$ cat src/rtl/alu_seq_ctrl_if.sv
// Bundle between the execute sequencer (master) and its instruction source,
// register file and ALU (slave).
interface alu_seq_ctrl_if #(
  parameter int DATA_W  = 16,
  parameter int RADDR_W = 4,
  parameter int FLAG_W  = 5
);
  logic                instr_valid;
  logic [DATA_W-1:0]   instr;
  logic                instr_ready;
  logic [RADDR_W-1:0]  rf_ra_addr;
  logic [RADDR_W-1:0]  rf_rb_addr;
  logic [DATA_W-1:0]   rf_ra_data;
  logic [DATA_W-1:0]   rf_rb_data;
  logic [7:0]          alu_op;
  logic [DATA_W-1:0]   alu_a;
  logic [DATA_W-1:0]   alu_b;
  logic [DATA_W-1:0]   alu_c;
  logic [FLAG_W-1:0]   alu_flags;
  logic                rf_wr_en;
  logic [RADDR_W-1:0]  rf_wr_addr;
  logic [DATA_W-1:0]   rf_wr_data;
  logic [FLAG_W-1:0]   psr;
  logic                done;
  logic                illegal;

  modport master (
    input  instr_valid, instr, rf_ra_data, rf_rb_data, alu_c, alu_flags,
    output instr_ready, rf_ra_addr, rf_rb_addr, alu_op, alu_a, alu_b,
           rf_wr_en, rf_wr_addr, rf_wr_data, psr, done, illegal
  );

  modport slave (
    output instr_valid, instr, rf_ra_data, rf_rb_data, alu_c, alu_flags,
    input  instr_ready, rf_ra_addr, rf_rb_addr, alu_op, alu_a, alu_b,
           rf_wr_en, rf_wr_addr, rf_wr_data, psr, done, illegal
  );
endinterface

$ cat src/rtl/alu_seq_ctrl.sv
// Execute controller for register/immediate ALU instructions: READ, EXEC, WB
// over a sync-read register file and a combinational ALU, one instr per 4 cycles.
module alu_seq_ctrl #(
  parameter int DATA_W  = 16,
  parameter int RADDR_W = 4,
  parameter int FLAG_W  = 5
) (
  input  logic            clk,
  input  logic            rst_n,
  alu_seq_ctrl_if.master  bus
);
  typedef enum logic [1:0] {IDLE, READ, EXEC, WB} state_t;

  state_t              state, nxt;
  logic [DATA_W-1:0]   instr_q, alu_a_q, alu_b_q;
  logic [7:0]          alu_op_q;
  logic [FLAG_W-1:0]   psr_q;
  logic                ready, done, wr_en, ill;
  logic [3:0]          op, ext;
  logic                legal, r_type, psr_upd, is_cmp;

  assign op     = instr_q[15:12];
  assign ext    = instr_q[7:4];
  assign is_cmp = (op == 4'h0 && ext == 4'hB) || (op == 4'hB);

  // Opcode decode: legality, register-vs-immediate B operand, flag-writing ops.
  always_comb begin
    legal   = 1'b0;
    r_type  = 1'b0;
    psr_upd = 1'b0;
    case (op)
      4'h0: begin
        r_type = 1'b1;
        case (ext)
          4'h1, 4'h5, 4'h7, 4'h9, 4'hA, 4'hB: begin legal = 1'b1; psr_upd = 1'b1; end
          4'h2, 4'h3, 4'h6, 4'hD:             legal = 1'b1;
          default: ;
        endcase
      end
      4'h8: begin
        case (ext)
          4'h0, 4'h1, 4'h2, 4'h3: legal = 1'b1;
          4'h4, 4'h6:             begin legal = 1'b1; r_type = 1'b1; end
          default: ;
        endcase
      end
      4'h1, 4'h5, 4'h7, 4'h9, 4'hA, 4'hB: begin legal = 1'b1; psr_upd = 1'b1; end
      4'h2, 4'h3, 4'h6, 4'hD, 4'hF:       legal = 1'b1;
      default: ;
    endcase
  end

  always_ff @(posedge clk) begin
    if (!rst_n) begin
      state    <= IDLE;
      instr_q  <= '0;
      alu_op_q <= '0;
      alu_a_q  <= '0;
      alu_b_q  <= '0;
      psr_q    <= '0;
    end else begin
      state <= nxt;
      if (state == IDLE && bus.instr_valid)
        instr_q <= bus.instr;
      if (state == EXEC) begin
        alu_op_q <= {op, ext};
        alu_a_q  <= bus.rf_ra_data;
        alu_b_q  <= r_type ? bus.rf_rb_data : {{(DATA_W-8){1'b0}}, instr_q[7:0]};
      end
      if (state == WB && legal && psr_upd)
        psr_q <= bus.alu_flags;
    end
  end

  always_comb begin
    nxt   = state;
    ready = 1'b0;
    done  = 1'b0;
    wr_en = 1'b0;
    ill   = 1'b0;
    case (state)
      IDLE: begin
        ready = 1'b1;
        if (bus.instr_valid) nxt = READ;
      end
      READ: nxt = EXEC;
      EXEC: nxt = WB;
      WB: begin
        done  = 1'b1;
        ill   = ~legal;
        wr_en = legal & ~is_cmp;
        nxt   = IDLE;
      end
      default: nxt = IDLE;
    endcase
  end

  // Register addresses come straight from the captured instruction, so they
  // stay stable from READ through WB.
  assign bus.instr_ready = ready;
  assign bus.rf_ra_addr  = instr_q[8 +: RADDR_W];
  assign bus.rf_rb_addr  = instr_q[0 +: RADDR_W];
  assign bus.rf_wr_addr  = instr_q[8 +: RADDR_W];
  assign bus.rf_wr_data  = bus.alu_c;
  assign bus.rf_wr_en    = wr_en;
  assign bus.alu_op      = alu_op_q;
  assign bus.alu_a       = alu_a_q;
  assign bus.alu_b       = alu_b_q;
  assign bus.psr         = psr_q;
  assign bus.done        = done;
  assign bus.illegal     = ill;
endmodule

$ cat src/flat_wrapper.sv
// flat-port wrapper written by rule: the top's interface ports become plain ports
module alu_seq_ctrl_flat 
#(
  parameter int DATA_W  = 16,
  parameter int RADDR_W = 4,
  parameter int FLAG_W  = 5
)
  (clk, rst_n, bus_instr_valid, bus_instr, bus_rf_ra_data, bus_rf_rb_data, bus_alu_c, bus_alu_flags, bus_instr_ready, bus_rf_ra_addr, bus_rf_rb_addr, bus_alu_op, bus_alu_a, bus_alu_b, bus_rf_wr_en, bus_rf_wr_addr, bus_rf_wr_data, bus_psr, bus_done, bus_illegal);
  alu_seq_ctrl_if #(.DATA_W(DATA_W), .RADDR_W(RADDR_W), .FLAG_W(FLAG_W)) bus_i ();
  input  logic clk;
  input  logic rst_n;
  input wire logic [$bits(bus_i.instr_valid)-1:0] bus_instr_valid;
  input wire logic [$bits(bus_i.instr)-1:0] bus_instr;
  input wire logic [$bits(bus_i.rf_ra_data)-1:0] bus_rf_ra_data;
  input wire logic [$bits(bus_i.rf_rb_data)-1:0] bus_rf_rb_data;
  input wire logic [$bits(bus_i.alu_c)-1:0] bus_alu_c;
  input wire logic [$bits(bus_i.alu_flags)-1:0] bus_alu_flags;
  output wire logic [$bits(bus_i.instr_ready)-1:0] bus_instr_ready;
  output wire logic [$bits(bus_i.rf_ra_addr)-1:0] bus_rf_ra_addr;
  output wire logic [$bits(bus_i.rf_rb_addr)-1:0] bus_rf_rb_addr;
  output wire logic [$bits(bus_i.alu_op)-1:0] bus_alu_op;
  output wire logic [$bits(bus_i.alu_a)-1:0] bus_alu_a;
  output wire logic [$bits(bus_i.alu_b)-1:0] bus_alu_b;
  output wire logic [$bits(bus_i.rf_wr_en)-1:0] bus_rf_wr_en;
  output wire logic [$bits(bus_i.rf_wr_addr)-1:0] bus_rf_wr_addr;
  output wire logic [$bits(bus_i.rf_wr_data)-1:0] bus_rf_wr_data;
  output wire logic [$bits(bus_i.psr)-1:0] bus_psr;
  output wire logic [$bits(bus_i.done)-1:0] bus_done;
  output wire logic [$bits(bus_i.illegal)-1:0] bus_illegal;
  assign bus_i.instr_valid = bus_instr_valid;
  assign bus_i.instr = bus_instr;
  assign bus_i.rf_ra_data = bus_rf_ra_data;
  assign bus_i.rf_rb_data = bus_rf_rb_data;
  assign bus_i.alu_c = bus_alu_c;
  assign bus_i.alu_flags = bus_alu_flags;
  assign bus_instr_ready = bus_i.instr_ready;
  assign bus_rf_ra_addr = bus_i.rf_ra_addr;
  assign bus_rf_rb_addr = bus_i.rf_rb_addr;
  assign bus_alu_op = bus_i.alu_op;
  assign bus_alu_a = bus_i.alu_a;
  assign bus_alu_b = bus_i.alu_b;
  assign bus_rf_wr_en = bus_i.rf_wr_en;
  assign bus_rf_wr_addr = bus_i.rf_wr_addr;
  assign bus_rf_wr_data = bus_i.rf_wr_data;
  assign bus_psr = bus_i.psr;
  assign bus_done = bus_i.done;
  assign bus_illegal = bus_i.illegal;
  alu_seq_ctrl #(.DATA_W(DATA_W), .RADDR_W(RADDR_W), .FLAG_W(FLAG_W)) u_core (.clk(clk), .rst_n(rst_n), .bus(bus_i));
endmodule
$ cat config.mk
export PLATFORM = sky130hd
export DESIGN_NAME = alu_seq_ctrl_flat
export DESIGN_NICKNAME = d
export VERILOG_FILES = /design/src/rtl/alu_seq_ctrl_if.sv /design/src/rtl/alu_seq_ctrl.sv /design/src/flat_wrapper.sv
export SDC_FILE = /design/constraint.sdc
export NUM_CORES = 1
export LEC_CHECK = 0
export ABC_AREA = 1
export BUFFER_PORTS_ARGS = -buffer_cell sky130_fd_sc_hd__buf_4
export CAP_MARGIN = 20
export CELL_PAD_IN_SITES_DETAIL_PLACEMENT = 0
export CELL_PAD_IN_SITES_GLOBAL_PLACEMENT = 2
export CORE_ASPECT_RATIO = 0.75
export CORE_MARGIN = 2
export CORE_UTILIZATION = 24
export CTS_BUF_LIST = sky130_fd_sc_hd__clkbuf_16
export DETAILED_ROUTE_END_ITERATION = 10
export GPL_TIMING_DRIVEN = 0
export PLACE_DENSITY_LB_ADDON = 0.2
export RECOVER_POWER = 25
export SYNTH_ARGS = -nofsm -noshare
export SYNTH_HDL_FRONTEND = slang
export SYNTH_SLANG_ARGS = --single-unit
$ cat constraint.sdc
create_clock -name clk -period 2.9 [get_ports clk]
set_input_delay 0.87 -clock clk [delete_from_list [all_inputs] [get_ports clk]]
set_output_delay 0.87 -clock clk [all_outputs]
set_load 0.01 [all_outputs]
# == Word level (Yosys, flattened, before mapping) ==
# Cells that the tools add are included.
# totals
regBits,63
# classes
eq_ne,27
n_mux,14
n_bitwise,3
reduce_logical,14
# ops
cell,count
$eq 4x4->1 const B,10
$eq 4x3->1 const B,7
$reduce_or 6->1,3
$eq 4x2->1 const B,4
$mux 16,1
$reduce_or 11->1,1
$reduce_or 10->1,1
$eq 4x1->1 const B,2
$logic_not 4->1,2
$mux 1,8
$pmux 2 s4,1
$eq 2x2->1 const B,2
$logic_and 1x1->1,4
$pmux 1 s2,2
$pmux 1 s3,1
$eq 2x1->1 const B,1
$logic_not 2->1,1
$mux 2,1
$ne 2x2->1 const B,1
$not 1->1,2
$reduce_or 2->1,1
$and 1x1->1,1
$logic_or 1x1->1,1

# == Depth between registers and ports, before layout ==
# depth
word_depth,6
mapped_depth,10

# == Worst setup path before layout ==
# No wires, ideal clock.
# synth_path
path_kind,reg-to-output
from,register u_core.instr_q[14]
to,output port bus_rf_wr_en
t_arrival_ns,1.024
required_ns,2.030
slack_ns,1.006
path_stages_with_launch,8
cell_sequence,dfxtp_1 nor2_1 nand2_2 inv_2 nand2_2 nand3_4 nand2_4 nor2_1
# synth_between
elab_chain_len,6
# synth_lines
item,line_no,rtl
"start, declared",alu_seq_ctrl.sv:15,"logic [DATA_W-1:0] instr_q, alu_a_q, alu_b_q;"
"start signal, assigned",alu_seq_ctrl.sv:64,instr_q <= bus.instr;
"parallel branches: the longest is 4 deep, another holds $reduce_or 11->1",-,
$and 1x1->1 *,alu_seq_ctrl.sv:91,wr_en = legal & ~is_cmp;
$mux 1 *,alu_seq_ctrl.sv:81,case (state)
"end, declared",flat_wrapper.sv:24,output wire logic [$bits(bus_i.rf_wr_en)-1:0] bus_rf_wr_en;
# Mark *: on every way between the ends.

# == Final worst setup path ==
# layout_path
from,register u_core.instr_q[12]
to,output port bus_rf_wr_en
# The elaborated chain is that of the path after synthesis.

==> reports/metrics.csv <==
stage;metric;value;unit
pwr;Combinational Power Share;0.417;
pwr;sw power;1600;uW
layout;Non-Filler Instances;668;
clocking;clock sink count;63;
timing;Worst Tran Pin Value;0.616;ns
yosys;sequential fraction of the synthesis area;0.453;
global_routing;GR Util All Layers;0.146;
timing;Slew Limit Fails;0;
layout;P&R area growth vs syn;49.8;%
timing;RSZ-0062 raised after global routing;no;
pwr;Clk pwr share;0.263;
global_routing;antenna violations before repair;0;
setup_path;CP Launch Type;flop;
clocking;Worst-Skew Late Latency;0.33;ns
clocking;Worst-path clk slew;0.05;ns
timing;Final Skew;0.00538;ns
layout;most frequent cells in the layout;buf_4, nor2_1, dfxtp_1, o21ai_0, nand2_1;
clocking;hold buffers post-CTS;0;
global_routing;grt total ovfl;0;
clocking;cts repair resizes;0;
pwr;Worst VDD drop;0.376;mV
setup_path;worst-path fanout max;7;
placement;Port Buffer Count;131;
floorplanning;Die Wd;128;um
timing;Max-slew headroom;0.589;
layout;commonest non-fill, non-tap cell in the layout;buf_4;
timing;Fin. Hold Viols;0;
yosys;Avg Cell Area, Syn;7.38;um2
yosys;post-synthesis cell type count;24;
pwr;static leakage;0.00205;uW
detailed_routing;Initial DRT Pass Iterations;4;
floorplanning;total die area;12500;um2
setup_path;CP required;2.03;ns
setup_path;Crit path arrival time;1.61;ns
placement;routability cong.;0.712;
setup_path;Critical Path End Type;output pin;
clocking;TritonCTS clock tree;built;
timing;Final setup viols;0;
layout;area occupied by multi-input gates;1090;um2
yosys;#FFs+latches synth;63;
placement;Detailed Place HPWL;6.98;mm
floorplanning;CORE AREA;11400;um2
pwr;pwr/cell area;1020;nW/um2
detailed_routing;total number of vias;2856;
pwr;Reg power frac;0.320;
floorplanning;Rows;34;
clocking;clk root buf;clkbuf_16;
pwr;sw frac;0.378;
clocking;Clock Tree Buf Depth;2;
yosys;Syn Inst Count;377;
floorplanning;Ports;149;
detailed_routing;number of DRC markers in iteration 0;99;
global_routing;global-route wire length before repair;14.1;mm
run_status;status;completed;
hold_path;Min-Delay Path Class;flop to flop;
yosys;post-synth net total;452;
detailed_routing;routed len/inst;13.7;um
detailed_routing;via-per-instance ratio;4.28;
layout;FF/Latch Area;1260;um2
timing;crit share post-route;0.855;
layout;final net count;594;
layout;# diodes;0;
global_routing;vias in the first global route;2700;
detailed_routing;final WL;9.13;mm
timing;fmax;0.403;GHz
flow_run;Max Cap Viol;0;
clocking;setup bufs post-CTS;0;
layout;share of cells above drive strength 1;0.313;
detailed_routing;Residual DRC;0;
timing;min Tclk post-route;2.48;ns
placement;placed insts;652;
pwr;P_int;2640;uW
timing;Setup TNS Final;0;ns
floorplanning;Initial Utilization;0.243;
global_routing;largest net degree at the start of global routing;11;
yosys;Synth Warn #;0;
clocking;clock buffer count from CTS;9;
detailed_routing;Routed Antenna Nets;0;
setup_path;WS Path Type;flop to output pin;
yosys;Post-Syn Area;2780;um2
clocking;H-tree levels;3;
layout;Layout fillers;1247;
floorplanning;Die Y-Extent;97.3;um
-- cell usage after synthesis --
master	count	share of area
a21o_1	4	0.011
a21oi_1	33	0.059
a221oi_1	1	0.0031
buf_1	2	0.0027
buf_2	1	0.0018
buf_4	28	0.076
buf_6	1	0.0040
clkbuf_1	13	0.018
dfxtp_1	63	0.45
ha_1	3	0.013
inv_1	27	0.036
inv_2	6	0.0081
nand2_1	40	0.054
nand2_2	2	0.0045
nand2_4	2	0.0081
nand3_1	3	0.0054
nand3_4	1	0.0063
nand4_1	6	0.013
nor2_1	76	0.10
nor2_2	1	0.0022
nor2_4	1	0.0040
nor3_1	4	0.0072
o21ai_0	56	0.10
o21ai_1	3	0.0054
-- sequential cells by signal, indices dropped and copies added, names as in the netlist --
signal             cells
u_core.bus.alu_a      16
u_core.bus.alu_b      16
u_core.instr_q        16
u_core.bus.alu_op      8
u_core.bus.psr         5
u_core.state           2
-- cell type report --
type | count | share of cell area
repair buffers | 131 | 0.222
flip-flops and latches | 63 | 0.303
clock inverters | 7 | 0.0192
well taps | 144 | 0.0432
inverters | 33 | 0.0297
multi-input cells | 236 | 0.262
clock buffers | 9 | 0.0540
plain buffers | 45 | 0.0675
-- power by group through the flow --
stage / combinational [uW] / clock, uW / sequential [uW]
global placement: 1860 / 0 / 1370
global route: 1990 / 1180 / 1400
finish: 1770 / 1120 / 1360
detailed placement: 1880 / 0 / 1370
CTS: 1890 / 1150 / 1360
floorplan: 964 / 0 / 1450
-- routing by layer --
metal,track usage,up-vias,share of wire
met5,0,-,0
met4,0.0516,0,0.012
met3,0.0529,10,0.089
met2,0.211,108,0.41
met1,0.199,1266,0.49
li1,-,1472,-
-- stage by stage --
step | instance area (um2) | hold WS [ns] | util | total power [uW] | worst slack (ns)
after global placement | 3950 | 0.475 | 0.345 | 3230 | 0.775
final | 4170 | 0.485 | 0.364 | 4250 | 0.420
after floorplan | 2780 | 0.468 | - | 2410 | 1.01
after global routing | 4170 | 0.510 | 0.364 | 4570 | 0.198
after CTS | 4250 | 0.491 | 0.372 | 4400 | 0.408
after detailed placement | 3950 | 0.482 | 0.345 | 3260 | 0.774
-- worst paths after layout --
kind                            cells after the start  slack (ns)             endpoint          startpoint
worst max-delay path                                8        0.42         bus_rf_wr_en  u_core.instr_q[12]
worst max register to register                      9        0.88  u_core.bus.alu_b[5]     u_core.state[0]
worst min register to register                      2        0.48    u_core.bus.psr[3]   u_core.bus.psr[3]
worst min-delay path                                2        0.48    u_core.bus.psr[3]   u_core.bus.psr[3]
-- critical path: stages (launching register included) --
cell	delay, ns
dfxtp_1	0.36
inv_1	0.11
nand2_1	0.09
nor2_1	0.16
nand2_1	0.11
nand3_4	0.12
nand2_1	0.08
nor2_1	0.11
buf_4	0.13
-- cells by family (layout without fill, tap and decap cells) --
group | Yosys count | after routing | share of synthesized area
compound gates | 97 | 97 | 0.179
fa+ha+maj | 3 | 3 | 0.0135
buf+inv | 78 | 225 | 0.146
flops | 63 | 63 | 0.453
simple gates | 136 | 136 | 0.208
Power figures use the tool's default switching activity.
